[src/rtl/mc_ctrl_pkg.sv]
// Shared encodings for the multicycle MIPS control FSM: states, opcodes, functs and
// datapath mux selects.
package mc_ctrl_pkg;

    typedef enum logic [3:0] {
        StFetch   = 4'd0,
        StDecode  = 4'd1,
        StExec    = 4'd2,
        StAluWb   = 4'd3,
        StMemAddr = 4'd4,
        StMemRd   = 4'd5,
        StMemWr   = 4'd6,
        StMemWb   = 4'd7,
        StBranch  = 4'd8,
        StJump    = 4'd9,
        StJalWb   = 4'd10,
        StJr      = 4'd11,
        StTrap    = 4'd12
    } state_t;

    localparam logic [5:0] OP_RTYPE = 6'h00;
    localparam logic [5:0] OP_J     = 6'h02;
    localparam logic [5:0] OP_JAL   = 6'h03;
    localparam logic [5:0] OP_BEQ   = 6'h04;
    localparam logic [5:0] OP_BNE   = 6'h05;
    localparam logic [5:0] OP_ADDI  = 6'h08;
    localparam logic [5:0] OP_ADDIU = 6'h09;
    localparam logic [5:0] OP_SLTI  = 6'h0A;
    localparam logic [5:0] OP_ANDI  = 6'h0C;
    localparam logic [5:0] OP_ORI   = 6'h0D;
    localparam logic [5:0] OP_LUI   = 6'h0F;
    localparam logic [5:0] OP_LW    = 6'h23;
    localparam logic [5:0] OP_SW    = 6'h2B;

    localparam logic [5:0] FN_JR   = 6'h08;
    localparam logic [5:0] FN_ADD  = 6'h20;
    localparam logic [5:0] FN_ADDU = 6'h21;
    localparam logic [5:0] FN_SUB  = 6'h22;
    localparam logic [5:0] FN_AND  = 6'h24;
    localparam logic [5:0] FN_OR   = 6'h25;
    localparam logic [5:0] FN_SLT  = 6'h2A;

    localparam logic [2:0] ALU_ADD  = 3'b001;
    localparam logic [2:0] ALU_AND  = 3'b010;
    localparam logic [2:0] ALU_OR   = 3'b011;
    localparam logic [2:0] ALU_SUB  = 3'b100;
    localparam logic [2:0] ALU_SLT  = 3'b101;
    localparam logic [2:0] ALU_PASS = 3'b111;

    localparam logic [1:0] EXT_SIGN  = 2'b00;
    localparam logic [1:0] EXT_ZERO  = 2'b01;
    localparam logic [1:0] EXT_UPPER = 2'b10;

    localparam logic [1:0] SRCB_RT     = 2'b00;
    localparam logic [1:0] SRCB_FOUR   = 2'b01;
    localparam logic [1:0] SRCB_IMM    = 2'b10;
    localparam logic [1:0] SRCB_IMM_SH = 2'b11;

    localparam logic [1:0] PCSRC_ALU    = 2'b00;
    localparam logic [1:0] PCSRC_ALUOUT = 2'b01;
    localparam logic [1:0] PCSRC_JUMP   = 2'b10;
    localparam logic [1:0] PCSRC_RS     = 2'b11;

    localparam logic [1:0] REGDST_RT = 2'b00;
    localparam logic [1:0] REGDST_RD = 2'b01;
    localparam logic [1:0] REGDST_RA = 2'b10;

    localparam logic [1:0] WSRC_ALU = 2'b00;
    localparam logic [1:0] WSRC_MDR = 2'b01;
    localparam logic [1:0] WSRC_PC  = 2'b10;

    localparam logic [1:0] TRAP_NONE    = 2'b00;
    localparam logic [1:0] TRAP_ILLEGAL = 2'b01;
    localparam logic [1:0] TRAP_TIMEOUT = 2'b10;

    // States that wait on mem_ready and may time out.
    function automatic logic is_mem_state(state_t s);
        return (s == StFetch) || (s == StMemRd) || (s == StMemWr);
    endfunction

endpackage

[src/rtl/mc_ctrl_fsm_if.sv]
// Control-unit port bundle: instruction fields and memory handshake in, datapath controls out.
interface mc_ctrl_fsm_if #(
    parameter int unsigned ALU_W = 3
);
    logic [5:0]       op;
    logic [5:0]       funct;
    logic             mem_ready;
    logic             mem_read;
    logic             mem_write;
    logic             iord;
    logic             ir_write;
    logic             pc_write;
    logic             branch;
    logic             branch_ne;
    logic [1:0]       pc_src;
    logic             alu_src_a;
    logic [1:0]       alu_src_b;
    logic [ALU_W-1:0] alu_control;
    logic [1:0]       ext_mode;
    logic [1:0]       reg_dst;
    logic [1:0]       mem_to_reg;
    logic             reg_write;
    logic             trap;
    logic [1:0]       trap_cause;
    logic [3:0]       state_o;

    modport master (
        input  op, funct, mem_ready,
        output mem_read, mem_write, iord, ir_write, pc_write, branch, branch_ne, pc_src,
               alu_src_a, alu_src_b, alu_control, ext_mode, reg_dst, mem_to_reg, reg_write,
               trap, trap_cause, state_o
    );

    modport slave (
        output op, funct, mem_ready,
        input  mem_read, mem_write, iord, ir_write, pc_write, branch, branch_ne, pc_src,
               alu_src_a, alu_src_b, alu_control, ext_mode, reg_dst, mem_to_reg, reg_write,
               trap, trap_cause, state_o
    );
endinterface

[src/rtl/mc_alu_decode.sv]
// Combinational op/funct decode to ALU operation, immediate extension and B source,
// plus a legality flag for the ALU-class instructions.
module mc_alu_decode
    import mc_ctrl_pkg::*;
#(
    parameter int unsigned ALU_W = 3
) (
    input  logic [5:0]       op,
    input  logic [5:0]       funct,
    output logic [ALU_W-1:0] alu_control,
    output logic [1:0]       ext_mode,
    output logic [1:0]       alu_src_b,
    output logic             legal
);
    logic [2:0] alu_code;

    always_comb begin
        alu_code  = ALU_ADD;
        ext_mode  = EXT_SIGN;
        alu_src_b = SRCB_IMM;
        legal     = 1'b1;
        if (op == OP_RTYPE) begin
            alu_src_b = SRCB_RT;
            case (funct)
                FN_ADD, FN_ADDU: alu_code = ALU_ADD;
                FN_SUB:          alu_code = ALU_SUB;
                FN_AND:          alu_code = ALU_AND;
                FN_OR:           alu_code = ALU_OR;
                FN_SLT:          alu_code = ALU_SLT;
                default:         legal    = 1'b0;
            endcase
        end else begin
            case (op)
                OP_ADDI, OP_ADDIU: alu_code = ALU_ADD;
                OP_SLTI:           alu_code = ALU_SLT;
                OP_ANDI: begin
                    alu_code = ALU_AND;
                    ext_mode = EXT_ZERO;
                end
                OP_ORI: begin
                    alu_code = ALU_OR;
                    ext_mode = EXT_ZERO;
                end
                OP_LUI: begin
                    alu_code = ALU_ADD;
                    ext_mode = EXT_UPPER;
                end
                default: legal = 1'b0;
            endcase
        end
    end

    assign alu_control = ALU_W'(alu_code);

endmodule

[src/rtl/mc_ctrl_fsm.sv]
// Multicycle MIPS control FSM with memory wait handshake, timeout and sticky trap.
// Controls are combinational from state, op, funct and mem_ready.
module mc_ctrl_fsm
    import mc_ctrl_pkg::*;
#(
    parameter int unsigned ALU_W    = 3,
    parameter int unsigned WAIT_MAX = 15,
    parameter int unsigned WAIT_EN  = 1
) (
    input  logic          clk,
    input  logic          rst,
    mc_ctrl_fsm_if.master bus
);
    localparam logic [7:0] WaitLimit = 8'(WAIT_MAX);

    state_t           state_q, state_d;
    logic [7:0]       wait_q, wait_d;
    logic [1:0]       cause_q, cause_d;
    logic             ready;
    logic             dec_legal;
    logic [ALU_W-1:0] dec_alu;
    logic [1:0]       dec_ext;
    logic [1:0]       dec_srcb;

    mc_alu_decode #(
        .ALU_W(ALU_W)
    ) u_alu_decode (
        .op          (bus.op),
        .funct       (bus.funct),
        .alu_control (dec_alu),
        .ext_mode    (dec_ext),
        .alu_src_b   (dec_srcb),
        .legal       (dec_legal)
    );

    assign ready = (WAIT_EN != 0) ? bus.mem_ready : 1'b1;

    always_ff @(posedge clk or negedge rst) begin
        if (!rst) begin
            state_q <= StFetch;
            wait_q  <= '0;
            cause_q <= TRAP_NONE;
        end else begin
            state_q <= state_d;
            wait_q  <= wait_d;
            cause_q <= cause_d;
        end
    end

    always_comb begin
        bus.mem_read    = 1'b0;
        bus.mem_write   = 1'b0;
        bus.iord        = 1'b0;
        bus.ir_write    = 1'b0;
        bus.pc_write    = 1'b0;
        bus.branch      = 1'b0;
        bus.branch_ne   = 1'b0;
        bus.pc_src      = PCSRC_ALU;
        bus.alu_src_a   = 1'b0;
        bus.alu_src_b   = SRCB_RT;
        bus.alu_control = '0;
        bus.ext_mode    = EXT_SIGN;
        bus.reg_dst     = REGDST_RT;
        bus.mem_to_reg  = WSRC_ALU;
        bus.reg_write   = 1'b0;
        state_d         = state_q;
        wait_d          = '0;
        cause_d         = cause_q;

        case (state_q)
            StFetch: begin
                bus.mem_read    = 1'b1;
                bus.alu_src_b   = SRCB_FOUR;
                bus.alu_control = ALU_W'(ALU_ADD);
                bus.ir_write    = ready;
                bus.pc_write    = ready;
                state_d         = StDecode;
            end
            StDecode: begin
                bus.alu_src_b   = SRCB_IMM_SH;
                bus.alu_control = ALU_W'(ALU_ADD);
                if (bus.op == OP_BEQ || bus.op == OP_BNE) begin
                    state_d = StBranch;
                end else if (bus.op == OP_J) begin
                    state_d = StJump;
                end else if (bus.op == OP_JAL) begin
                    state_d = StJalWb;
                end else if (bus.op == OP_LW || bus.op == OP_SW) begin
                    state_d = StMemAddr;
                end else if (bus.op == OP_RTYPE && bus.funct == FN_JR) begin
                    state_d = StJr;
                end else if (dec_legal) begin
                    state_d = StExec;
                end else begin
                    state_d = StTrap;
                    cause_d = TRAP_ILLEGAL;
                end
            end
            StExec: begin
                bus.alu_src_a   = 1'b1;
                bus.alu_src_b   = dec_srcb;
                bus.alu_control = dec_alu;
                bus.ext_mode    = dec_ext;
                state_d         = StAluWb;
            end
            StAluWb: begin
                bus.reg_write = 1'b1;
                bus.reg_dst   = (bus.op == OP_RTYPE) ? REGDST_RD : REGDST_RT;
                state_d       = StFetch;
            end
            StMemAddr: begin
                bus.alu_src_a   = 1'b1;
                bus.alu_src_b   = SRCB_IMM;
                bus.alu_control = ALU_W'(ALU_ADD);
                state_d         = (bus.op == OP_LW) ? StMemRd : StMemWr;
            end
            StMemRd: begin
                bus.iord     = 1'b1;
                bus.mem_read = 1'b1;
                state_d      = StMemWb;
            end
            StMemWr: begin
                bus.iord      = 1'b1;
                bus.mem_write = 1'b1;
                state_d       = StFetch;
            end
            StMemWb: begin
                bus.reg_write  = 1'b1;
                bus.mem_to_reg = WSRC_MDR;
                state_d        = StFetch;
            end
            StBranch: begin
                bus.alu_src_a   = 1'b1;
                bus.alu_control = ALU_W'(ALU_SUB);
                bus.branch      = 1'b1;
                bus.branch_ne   = (bus.op == OP_BNE);
                bus.pc_src      = PCSRC_ALUOUT;
                state_d         = StFetch;
            end
            StJump: begin
                bus.pc_write = 1'b1;
                bus.pc_src   = PCSRC_JUMP;
                state_d      = StFetch;
            end
            StJalWb: begin
                bus.reg_write  = 1'b1;
                bus.reg_dst    = REGDST_RA;
                bus.mem_to_reg = WSRC_PC;
                bus.pc_write   = 1'b1;
                bus.pc_src     = PCSRC_JUMP;
                state_d        = StFetch;
            end
            StJr: begin
                bus.pc_write = 1'b1;
                bus.pc_src   = PCSRC_RS;
                state_d      = StFetch;
            end
            StTrap: state_d = StTrap;
            default: state_d = StFetch;
        endcase

        // A stalled access overrides the completion target chosen above.
        if (is_mem_state(state_q) && !ready) begin
            if (wait_q == WaitLimit) begin
                state_d = StTrap;
                cause_d = TRAP_TIMEOUT;
            end else begin
                state_d = state_q;
                wait_d  = wait_q + 8'd1;
            end
        end
    end

    assign bus.trap       = (state_q == StTrap);
    assign bus.trap_cause = cause_q;
    assign bus.state_o    = state_q;

endmodule
[src/flat_wrapper.sv]
// flat-port wrapper written by rule: the top's interface ports become plain ports
module mc_ctrl_fsm_flat import mc_ctrl_pkg::*;
#(
    parameter int unsigned ALU_W    = 3,
    parameter int unsigned WAIT_MAX = 15,
    parameter int unsigned WAIT_EN  = 1
)
  (clk, rst, bus_op, bus_funct, bus_mem_ready, bus_mem_read, bus_mem_write, bus_iord, bus_ir_write, bus_pc_write, bus_branch, bus_branch_ne, bus_pc_src, bus_alu_src_a, bus_alu_src_b, bus_alu_control, bus_ext_mode, bus_reg_dst, bus_mem_to_reg, bus_reg_write, bus_trap, bus_trap_cause, bus_state_o);
  mc_ctrl_fsm_if #(.ALU_W(ALU_W)) bus_i ();
  input  logic clk;
  input  logic rst;
  input wire logic [$bits(bus_i.op)-1:0] bus_op;
  input wire logic [$bits(bus_i.funct)-1:0] bus_funct;
  input wire logic [$bits(bus_i.mem_ready)-1:0] bus_mem_ready;
  output wire logic [$bits(bus_i.mem_read)-1:0] bus_mem_read;
  output wire logic [$bits(bus_i.mem_write)-1:0] bus_mem_write;
  output wire logic [$bits(bus_i.iord)-1:0] bus_iord;
  output wire logic [$bits(bus_i.ir_write)-1:0] bus_ir_write;
  output wire logic [$bits(bus_i.pc_write)-1:0] bus_pc_write;
  output wire logic [$bits(bus_i.branch)-1:0] bus_branch;
  output wire logic [$bits(bus_i.branch_ne)-1:0] bus_branch_ne;
  output wire logic [$bits(bus_i.pc_src)-1:0] bus_pc_src;
  output wire logic [$bits(bus_i.alu_src_a)-1:0] bus_alu_src_a;
  output wire logic [$bits(bus_i.alu_src_b)-1:0] bus_alu_src_b;
  output wire logic [$bits(bus_i.alu_control)-1:0] bus_alu_control;
  output wire logic [$bits(bus_i.ext_mode)-1:0] bus_ext_mode;
  output wire logic [$bits(bus_i.reg_dst)-1:0] bus_reg_dst;
  output wire logic [$bits(bus_i.mem_to_reg)-1:0] bus_mem_to_reg;
  output wire logic [$bits(bus_i.reg_write)-1:0] bus_reg_write;
  output wire logic [$bits(bus_i.trap)-1:0] bus_trap;
  output wire logic [$bits(bus_i.trap_cause)-1:0] bus_trap_cause;
  output wire logic [$bits(bus_i.state_o)-1:0] bus_state_o;
  assign bus_i.op = bus_op;
  assign bus_i.funct = bus_funct;
  assign bus_i.mem_ready = bus_mem_ready;
  assign bus_mem_read = bus_i.mem_read;
  assign bus_mem_write = bus_i.mem_write;
  assign bus_iord = bus_i.iord;
  assign bus_ir_write = bus_i.ir_write;
  assign bus_pc_write = bus_i.pc_write;
  assign bus_branch = bus_i.branch;
  assign bus_branch_ne = bus_i.branch_ne;
  assign bus_pc_src = bus_i.pc_src;
  assign bus_alu_src_a = bus_i.alu_src_a;
  assign bus_alu_src_b = bus_i.alu_src_b;
  assign bus_alu_control = bus_i.alu_control;
  assign bus_ext_mode = bus_i.ext_mode;
  assign bus_reg_dst = bus_i.reg_dst;
  assign bus_mem_to_reg = bus_i.mem_to_reg;
  assign bus_reg_write = bus_i.reg_write;
  assign bus_trap = bus_i.trap;
  assign bus_trap_cause = bus_i.trap_cause;
  assign bus_state_o = bus_i.state_o;
  mc_ctrl_fsm #(.ALU_W(ALU_W), .WAIT_MAX(WAIT_MAX), .WAIT_EN(WAIT_EN)) u_core (.clk(clk), .rst(rst), .bus(bus_i));
endmodule
[config.mk]
export PLATFORM = sky130hd
export DESIGN_NAME = mc_ctrl_fsm_flat
export DESIGN_NICKNAME = d
export VERILOG_FILES = /design/src/rtl/mc_ctrl_pkg.sv /design/src/rtl/mc_ctrl_fsm_if.sv /design/src/rtl/mc_alu_decode.sv /design/src/rtl/mc_ctrl_fsm.sv /design/src/flat_wrapper.sv
export SDC_FILE = /design/constraint.sdc
export NUM_CORES = 1
export LEC_CHECK = 0
export ABC_CLOCK_PERIOD_IN_PS = 4000
export BUFFER_PORTS_ARGS = -buffer_cell sky130_fd_sc_hd__buf_2
export CORE_MARGIN = 2
export CORE_UTILIZATION = 30
export CTS_BUF_LIST = sky130_fd_sc_hd__clkbuf_8 sky130_fd_sc_hd__clkbuf_16
export DETAILED_ROUTE_END_ITERATION = 8
export GPL_ROUTABILITY_DRIVEN = 0
export PLACE_DENSITY = 0.64
export SLEW_MARGIN = 20
export SYNTH_ARGS = -nofsm -noshare
export SYNTH_HDL_FRONTEND = slang
export SYNTH_HIERARCHICAL = 1
export SYNTH_SLANG_ARGS = --single-unit
[constraint.sdc]
create_clock -name clk -period 4 [get_ports clk]
set_input_delay 0.4 -clock clk [delete_from_list [all_inputs] [get_ports clk]]
set_output_delay 0.4 -clock clk [all_outputs]
set_load 0.1 [all_outputs]
==> results.txt, run 1 <==
----------------------------------------------------
[Clock network]
  Buffers from clock root to sink, at most ... 2
  Clock tree from TritonCTS ... yes
  Htree depth ... 1
  Number of clock sinks ... 14
  Post-CTS Resized ... 0
  Number of setup buffers added after CTS ... 0
  Clock-pin slew on the worst setup and hold paths ... about 50 ps
  Clk Latency, worst-skew pair ... around 240 ps
  Clock buffer count from CTS ... 3
  Number of hold buffers added after cts ... 0
  Root Buffer Master ... sky130_fd_sc_hd__clkbuf_8

[Detailed routing]
  Drt drc ... 0
  First DRT Iteration DRCs ... 85
  First-pass detailed-route iteration total ... 4
  Final routed wirelength across all metal layers ... 3.23 mm
  Routed Antenna Nets ... 0
  DR vias ... ~1300
  Average wire per standard cell ... approximately 12 um
  Detailed-route vias per instance ... roughly 5.2

[Synthesis]
  Flop and latch count out of synthesis ... 14
  Yosys top cell area share ... a little over a quarter
  Simple-gate portion of the synthesized area ... between 30% and 40%
  Cell count after synthesis ... roughly 170
  Fraction of the mapped netlist area in compound gates ... between 10% and 20%
  Adder and majority cell fraction of the synthesized area ... less than 1%
  Synth top area cells ... sky130_fd_sc_hd__dfrtp_1 (27%), sky130_fd_sc_hd__nor2_1 (8.5%), sky130_fd_sc_hd__nand2_1 (4.1%), sky130_fd_sc_hd__xnor2_1 (4.1%), sky130_fd_sc_hd__nor3_1 (3.5%)
  Mux cell area share after synthesis ... less than 1%
  Synth cell types ... just under 50
  Post-synthesis xor/xnor area fraction ... a little under 7%
  Biggest area consumer among synthesized cells ... sky130_fd_sc_hd__dfrtp_1
  Combinational family with the most area after synthesis ... simple AND/OR/NAND/NOR gates
  Post-synth design cell area ... about 0.0013 mm2
  Net count after synthesis ... roughly 190
  Mapped Avg Cell Area ... between 7 and 8 um2
  Synthesis warning total ... 6
  Fraction of the yosys area taken by sequential cells ... 27.2%

[Global route]
  Vias in the first global route ... approximately 1200
  First-pass GRT wire length ... ~5.3 mm
  Gr ovfl total ... 0
  Tot GR Track Use ... around an eighth
  Antenna violations before repair ... 0
  Largest net degree at the start of global routing ... 21

[Floorplan]
  Die footprint ... between 0.004 and 0.005 mm2
  Starting utilization of the core area ... a little under a third
  Io pins ... 44
  X dimension of the die ... between 60 and 70 um
  Total number of placement rows ... 23
  Vertical die dimension ... ~69 um
  Area inside the core boundary ... slightly above 0.004 mm2

[Timing]
  Setup repair after global routing missed its margin ... false
  Sum Neg Setup Slack ... 0 ps
  Fin crit share ... between 60% and 70%
  Final min period ... around 2600 ps
  Fmax ... between 0.3 and 0.4 GHz
  Tightest slew margin relative to the limit ... between 60% and 70%
  Number of endpoints failing setup at the final stage ... 0
  Fin Clk Skew ... 0.866 ps
  Final hold viol count ... 0
  Slew at the pin closest to its max-slew limit ... just under 600 ps
  Pins Over Slew Limit ... 0

[Placement]
  Number of buffer cells added on primary ports ... 43
  DPL Wire Length ... 2.45 mm

[Final layout]
  Diode count ... 0
  Layout Area Growth over Synthesis ... 21.6%
  Final #Nets ... approximately 230
  Fraction of final layout cells with drive strength greater than 1 ... about a quarter

[Critical path]
  Required time at the worst-slack endpoint ... 3600 ps
  Crit-path max FO ... 20
  Max stage delay on crit path ... between 500 and 600 ps
  Family with the most delay on the worst path ... simple AND/OR/NAND/NOR gates
  Sort of element at the end of the critical path ... output pin
  Critical path buffer and inverter count ... 1
  Data arrival time of the critical path ... about 2200 ps
  Setup crit start kind ... flip-flop
  Ordered cell list for the critical path ... nand2b_1 > nor3_1 > and2_1 > buf_2
  CP Class ... flip-flop to output pin
  Slowest stage cell on the critical path ... sky130_fd_sc_hd__dfrtp_1

[Status]
  Outcome ... completed

[Run]
  Max-capacitance violation count ... 0

[Hold path]
  Path category of the worst min-delay check ... input port to asynchronous set/reset pin

----------------------------------------------------
stage by stage:
stage / setup slack, ps / instances / util [%] / hold slack [ps] / area (um2)
6_report: 1440 / 259 / 38.5 / 48.9 / 1560
5_1_grt: 1310 / 259 / 38.5 / 69.2 / 1560
3_5_place_dp: 1630 / 256 / 37.5 / 311 / 1520
4_1_cts: 1450 / 259 / 38.5 / 56.2 / 1560
2_1_floorplan: -18.4 / 172 / - / 104 / 1300
3_3_place_gp: 1650 / 256 / 37.5 / 308 / 1520
cell type report:
| type | instances | area, um2 |
|---|---|---|
| inverters | 7 | 26.3 |
| clock buffers | 3 | 41.3 |
| flip-flops and latches | 14 | 350 |
| well taps | 50 | 62.6 |
| repair buffers | 43 | 215 |
| multi-input cells | 142 | 868 |
| fillers | 448 | 2490 |
flip-flops by register name, summed over array words and instances, names as in the netlist:
signal / flops
u_core/bus.state_o: 4
u_core/wait_q: 8
u_core/bus.trap_cause: 2
layer usage:
metal / vias up / global-route usage [%] / share of wire [%]
met4: 0 / 2.61 / 0
met5: - / 0 / 0
met1: 630 / 17.5 / 49
met3: 0 / 1.60 / 3.7
met2: 23 / 21.8 / 47
li1: 692 / - / -
worst reg2reg max path, cell delays in order, from the launching register on:
cell and delay (ps):
sky130_fd_sc_hd__dfrtp_1 690, sky130_fd_sc_hd__xnor2_1 180, sky130_fd_sc_hd__a22oi_1 530, sky130_fd_sc_hd__nand2b_1 360, sky130_fd_sc_hd__o221ai_1 180
cells in the mapped netlist (all sizes together):
library cell / n
nand3b: 1
o2bb2ai: 1
nor3: 9
o41ai: 1
and3: 5
a31oi: 3
inv: 7
o22ai: 1
or4: 3
ha: 1
or2: 2
a21oi: 7
o21bai: 1
nor4: 2
o22a: 2
a32oi: 1
mux2: 1
nor2: 29
nand4: 1
clkbuf: 3
a21o: 2
o2111ai: 1
nor2b: 2
a311o: 1
nand2: 14
nand2b: 8
xnor2: 6
and2: 4
xor2: 4
nor4b: 3
or4b: 2
o21ai: 8
nand3: 3
a211oi: 2
dfrtp: 14
nor3b: 2
a22oi: 1
conb: 1
a32o: 1
o221ai: 2
o21a: 2
buf: 6
nand4b: 2
cell families after synthesis:
kind of cell | after synthesis
AOI/OAI and AO/OA | 37
xor gates and xnor gates | 10
adders and majority gates | 1
buffers and inverters | 16
DFF | 14
muxes | 1
other | 1
and+or+nand+nor | 92
placed cells by master, fill, tap and decap left out, types with 2 or more instances in the layout:
master	synthesis	layout
sky130_fd_sc_hd__buf_2	2	43
sky130_fd_sc_hd__or2_2	2	2
sky130_fd_sc_hd__inv_1	7	7
sky130_fd_sc_hd__nor3b_1	2	2
sky130_fd_sc_hd__nor4_1	2	2
sky130_fd_sc_hd__nor2b_1	2	2
sky130_fd_sc_hd__nand3_1	3	3
sky130_fd_sc_hd__a211oi_1	2	2
sky130_fd_sc_hd__or4_1	3	3
sky130_fd_sc_hd__nand2b_1	7	7
sky130_fd_sc_hd__nand4b_1	2	2
sky130_fd_sc_hd__o22a_1	2	2
sky130_fd_sc_hd__clkbuf_8	0	3
sky130_fd_sc_hd__nand2_1	14	14
sky130_fd_sc_hd__xor2_1	4	4
sky130_fd_sc_hd__o21a_1	2	2
sky130_fd_sc_hd__dfrtp_1	14	14
sky130_fd_sc_hd__a21oi_1	7	7
sky130_fd_sc_hd__and2_1	4	4
sky130_fd_sc_hd__nor3_2	0	2
sky130_fd_sc_hd__o221ai_1	2	2
sky130_fd_sc_hd__a31oi_1	3	3
sky130_fd_sc_hd__nor2_1	29	29
sky130_fd_sc_hd__xnor2_1	6	6
sky130_fd_sc_hd__o21ai_0	8	8
sky130_fd_sc_hd__and3_1	5	5
sky130_fd_sc_hd__nor4b_1	3	3
sky130_fd_sc_hd__nor3_1	9	7
worst paths after layout:
kind                                                     end  slack (ps)                              start  depth (start not counted)
setup reg to reg           u_core/bus.state_o[1]$_DFFE_PN0P_        1920  u_core/bus.state_o[2]$_DFFE_PN0P_                          4
hold reg to reg                   u_core/wait_q[0]$_DFF_PN0_         460         u_core/wait_q[0]$_DFF_PN0_                          1
setup / recovery                             bus_ext_mode[1]        1440  u_core/bus.state_o[0]$_DFFE_PN0P_                          4
min in group clk                  u_core/wait_q[0]$_DFF_PN0_         460         u_core/wait_q[0]$_DFF_PN0_                          1
max in group asynchronous         u_core/wait_q[1]$_DFF_PN0_        3720                                rst                          1
hold / removal                    u_core/wait_q[5]$_DFF_PN0_          50                                rst                          1
Power of run 1 is left out: the tool's default activity adds up to more than one toggle a clock period on the data nets, which glitch-free logic cannot reach.
==> run 2: changes to the inputs <==
--- a/config.mk
+++ b/config.mk
@@ -5,7 +5,7 @@
 export SDC_FILE = /design/constraint.sdc
 export NUM_CORES = 1
 export LEC_CHECK = 0
-export ABC_CLOCK_PERIOD_IN_PS = 4000
+export ABC_CLOCK_PERIOD_IN_PS = 2400
 export BUFFER_PORTS_ARGS = -buffer_cell sky130_fd_sc_hd__buf_2
 export CORE_MARGIN = 2
 export CORE_UTILIZATION = 30
==> constraint.sdc (replaced) <==
create_clock -name clk -period 2.4 [get_ports clk]
set_input_delay 0.24 -clock clk [delete_from_list [all_inputs] [get_ports clk]]
set_output_delay 0.24 -clock clk [all_outputs]
set_load 0.1 [all_outputs]
==> results.txt, run 2 (synthesized netlist as in run 1, its figures left out) <==
----------------------------------------------------
[Detailed routing]
  Detailed-route vias per instance ... 5.24 (was 5.19)
  Met2 wire len ... 1.51 mm (was 1.52 mm)
  Drt drc ... 0 (unchanged)
  WL met3 ... 100 um (was 119 um)
  Final routed wirelength across all metal layers ... 3.33 mm (was 3.23 mm)
  Routed Antenna Nets ... 0 (unchanged)
  DR vias ... 1379 (was 1345)
  First-pass detailed-route iteration total ... 4 (unchanged)
  First DRT Iteration DRCs ... 84 (was 85)
  Average wire per standard cell ... 12.7 um (was 12.5 um)
  Highest routed metal layer ... met4 (was met3)
  Routed met1 length ... 1.70 mm (was 1.59 mm)

[Floorplan]
  Starting utilization of the core area ... 31.7% (unchanged)
  X dimension of the die ... 69.5 um (unchanged)
  Io pins ... 44 (unchanged)
  Die footprint ... 0.00483 mm2 (unchanged)
  Area inside the core boundary ... 0.00406 mm2 (unchanged)
  Total number of placement rows ... 23 (unchanged)
  Vertical die dimension ... 69.5 um (unchanged)

[Critical path]
  Required time at the worst-slack endpoint ... 2160 ps (was 3600 ps)
  Crit-path max FO ... 15 (was 20)
  Data arrival time of the critical path ... 2060 ps (was 2160 ps)
  Max stage delay on crit path ... 500 ps (was 580 ps)
  Worst r2r dst ... u_core/bus.state_o[0]$_DFFE_PN0P_ (was u_core/bus.state_o[1]$_DFFE_PN0P_)
  Family with the most delay on the worst path ... buffers and inverters (was simple AND/OR/NAND/NOR gates)
  Ordered cell list for the critical path ... buf_4 > inv_1 > mux2_2 > nor2_4 > buf_2 (was nand2b_1 > nor3_1 > and2_1 > buf_2)
  Setup crit start kind ... flip-flop (unchanged)
  Reg-to-Reg Start ... u_core/bus.state_o[3]$_DFFE_PN0P_ (was u_core/bus.state_o[2]$_DFFE_PN0P_)
  Worst setup slack for register-to-register paths ... 530 ps (was 1920 ps)
  Critical path buffer and inverter count ... 3 (was 1)
  Slowest stage cell on the critical path ... sky130_fd_sc_hd__dfrtp_4 (was sky130_fd_sc_hd__dfrtp_1)
  Worst r2r path cells ... 3 (was 4)
  CP Class ... flip-flop to output pin (unchanged)
  Sort of element at the end of the critical path ... output pin (unchanged)

[Run]
  Max-capacitance violation count ... 0 (unchanged)

[Global route]
  Tot GR Track Use ... 13.6% (was 12.8%)
  Vias in the first global route ... 1197 (was 1182)
  First-pass GRT wire length ... 5.62 mm (was 5.31 mm)
  Gr ovfl total ... 0 (unchanged)
  Largest net degree at the start of global routing ... 20 (was 21)
  Antenna violations before repair ... 0 (unchanged)

[Clock network]
  Htree depth ... 1 (unchanged)
  Number of hold buffers added after cts ... 1 (was 0)
  Clk Latency, worst-skew pair ... 240 ps (about the same)
  Buffers from clock root to sink, at most ... 2 (unchanged)
  Number of clock sinks ... 14 (unchanged)
  Post-CTS Resized ... 0 (unchanged)
  Root Buffer Master ... sky130_fd_sc_hd__clkbuf_8 (unchanged)
  Clock tree from TritonCTS ... yes (unchanged)
  Clock-pin slew on the worst setup and hold paths ... 60 ps (was 50 ps)
  Clock buffer count from CTS ... 3 (unchanged)
  Number of setup buffers added after CTS ... 0 (unchanged)

[Timing]
  Final min period ... 2300 ps
  Number of endpoints failing setup at the final stage ... 0 (unchanged)
  Tightest slew margin relative to the limit ... 63.4% (was 60.7%)
  Final hold viol count ... 0 (unchanged)
  Worst hold margin ... 418 ps (was 48.9 ps)
  Setup repair after global routing missed its margin ... false (unchanged)
  Slew at the pin closest to its max-slew limit ... 542 ps (was 582 ps)
  Fin crit share ... a little over nine tenths
  Fmax ... 0.435 GHz
  Fin Clk Skew ... 0.778 ps (was 0.866 ps)
  Pins Over Slew Limit ... 0 (unchanged)

[Final layout]
  Commonest non-fill, non-tap cell in the layout ... sky130_fd_sc_hd__buf_2 (unchanged)
  Flip-flop count of the largest register after layout ... 8 (unchanged)
  Fraction of final layout cells with drive strength greater than 1 ... 37.6% (was 25.8%)
  Diode count ... 0 (unchanged)
  Largest reg by FF count ... u_core/wait_q (unchanged)
  Layout Area Growth over Synthesis ... 33.7% (was 21.6%)
  Most used cells in the layout excluding fill and tap cells ... sky130_fd_sc_hd__buf_2 (43), sky130_fd_sc_hd__nor2_1 (21), sky130_fd_sc_hd__nand2_1 (14) (was sky130_fd_sc_hd__buf_2 (43), sky130_fd_sc_hd__nor2_1 (29), sky130_fd_sc_hd__nand2_1 (14), sky130_fd_sc_hd__dfrtp_1 (14), sky130_fd_sc_hd__o21ai_0 (8))
  Final #Nets ... 230 (was 227)

[Placement]
  Number of buffer cells added on primary ports ... 43 (unchanged)
  DPL Wire Length ... 2.58 mm (was 2.45 mm)

[Hold path]
  Path category of the worst min-delay check ... input port to asynchronous set/reset pin (unchanged)

[Status]
  Outcome ... completed (unchanged)

----------------------------------------------------
run 2: cell type report:
cell class / instances / area, um2
Clock buffer: 4 / 55.1
Fill cell: 425 / 2340
Inverter: 7 / 26.3
Multi-Input combinational cell: 142 / 972
Sequential cell: 14 / 363
Tap cell: 50 / 62.6
Timing Repair Buffer: 46 / 240
run 2: routing by layer:
| layer | vias to the layer above | global-route usage (%) |
|---|---|---|
| li1 | 704 | - |
| met1 | 646 | 20.6 |
| met2 | 27 | 21.0 |
| met3 | 2 | 1.60 |
| met4 | 0 | 2.18 |
| met5 | - | 0 |
run 2: worst max path at each step:
stage                                                 start                  to  slack (ps)  cells after the start
after global placement                         bus_funct[4]  bus_alu_control[0]         330                      8
final                     u_core/bus.state_o[0]$_DFFE_PN0P_       bus_reg_write         100                      5
after CTS                 u_core/bus.state_o[0]$_DFFE_PN0P_       bus_reg_write          80                      5
after detailed placement                       bus_funct[4]  bus_alu_control[0]         330                      8
after global routing      u_core/bus.state_o[1]$_DFFE_PN0P_     bus_ext_mode[1]          10                      4
after floorplan           u_core/bus.state_o[2]$_DFFE_PN0P_       bus_branch_ne        -200                      4
run 2: stage by stage:
stage               TNS [ps]  worst slack (ps)  area, um2  util [%]  instances
finish                     0              99.0       1720      42.4        263
floorplan               -399              -204       1410         -        172
global route               0              10.6       1720      42.4        263
CTS                        0              84.7       1720      42.4        263
global placement           0               333       1650      40.8        258
detailed placement         0               328       1650      40.8        258
run 2: worst reg2reg max path, cell delays in order (launching register included):
cell,delay [ps]
sky130_fd_sc_hd__dfrtp_2,570
sky130_fd_sc_hd__or4b_4,600
sky130_fd_sc_hd__or4_1,520
sky130_fd_sc_hd__o221ai_1,90
Power of run 2 is left out for the same reason.
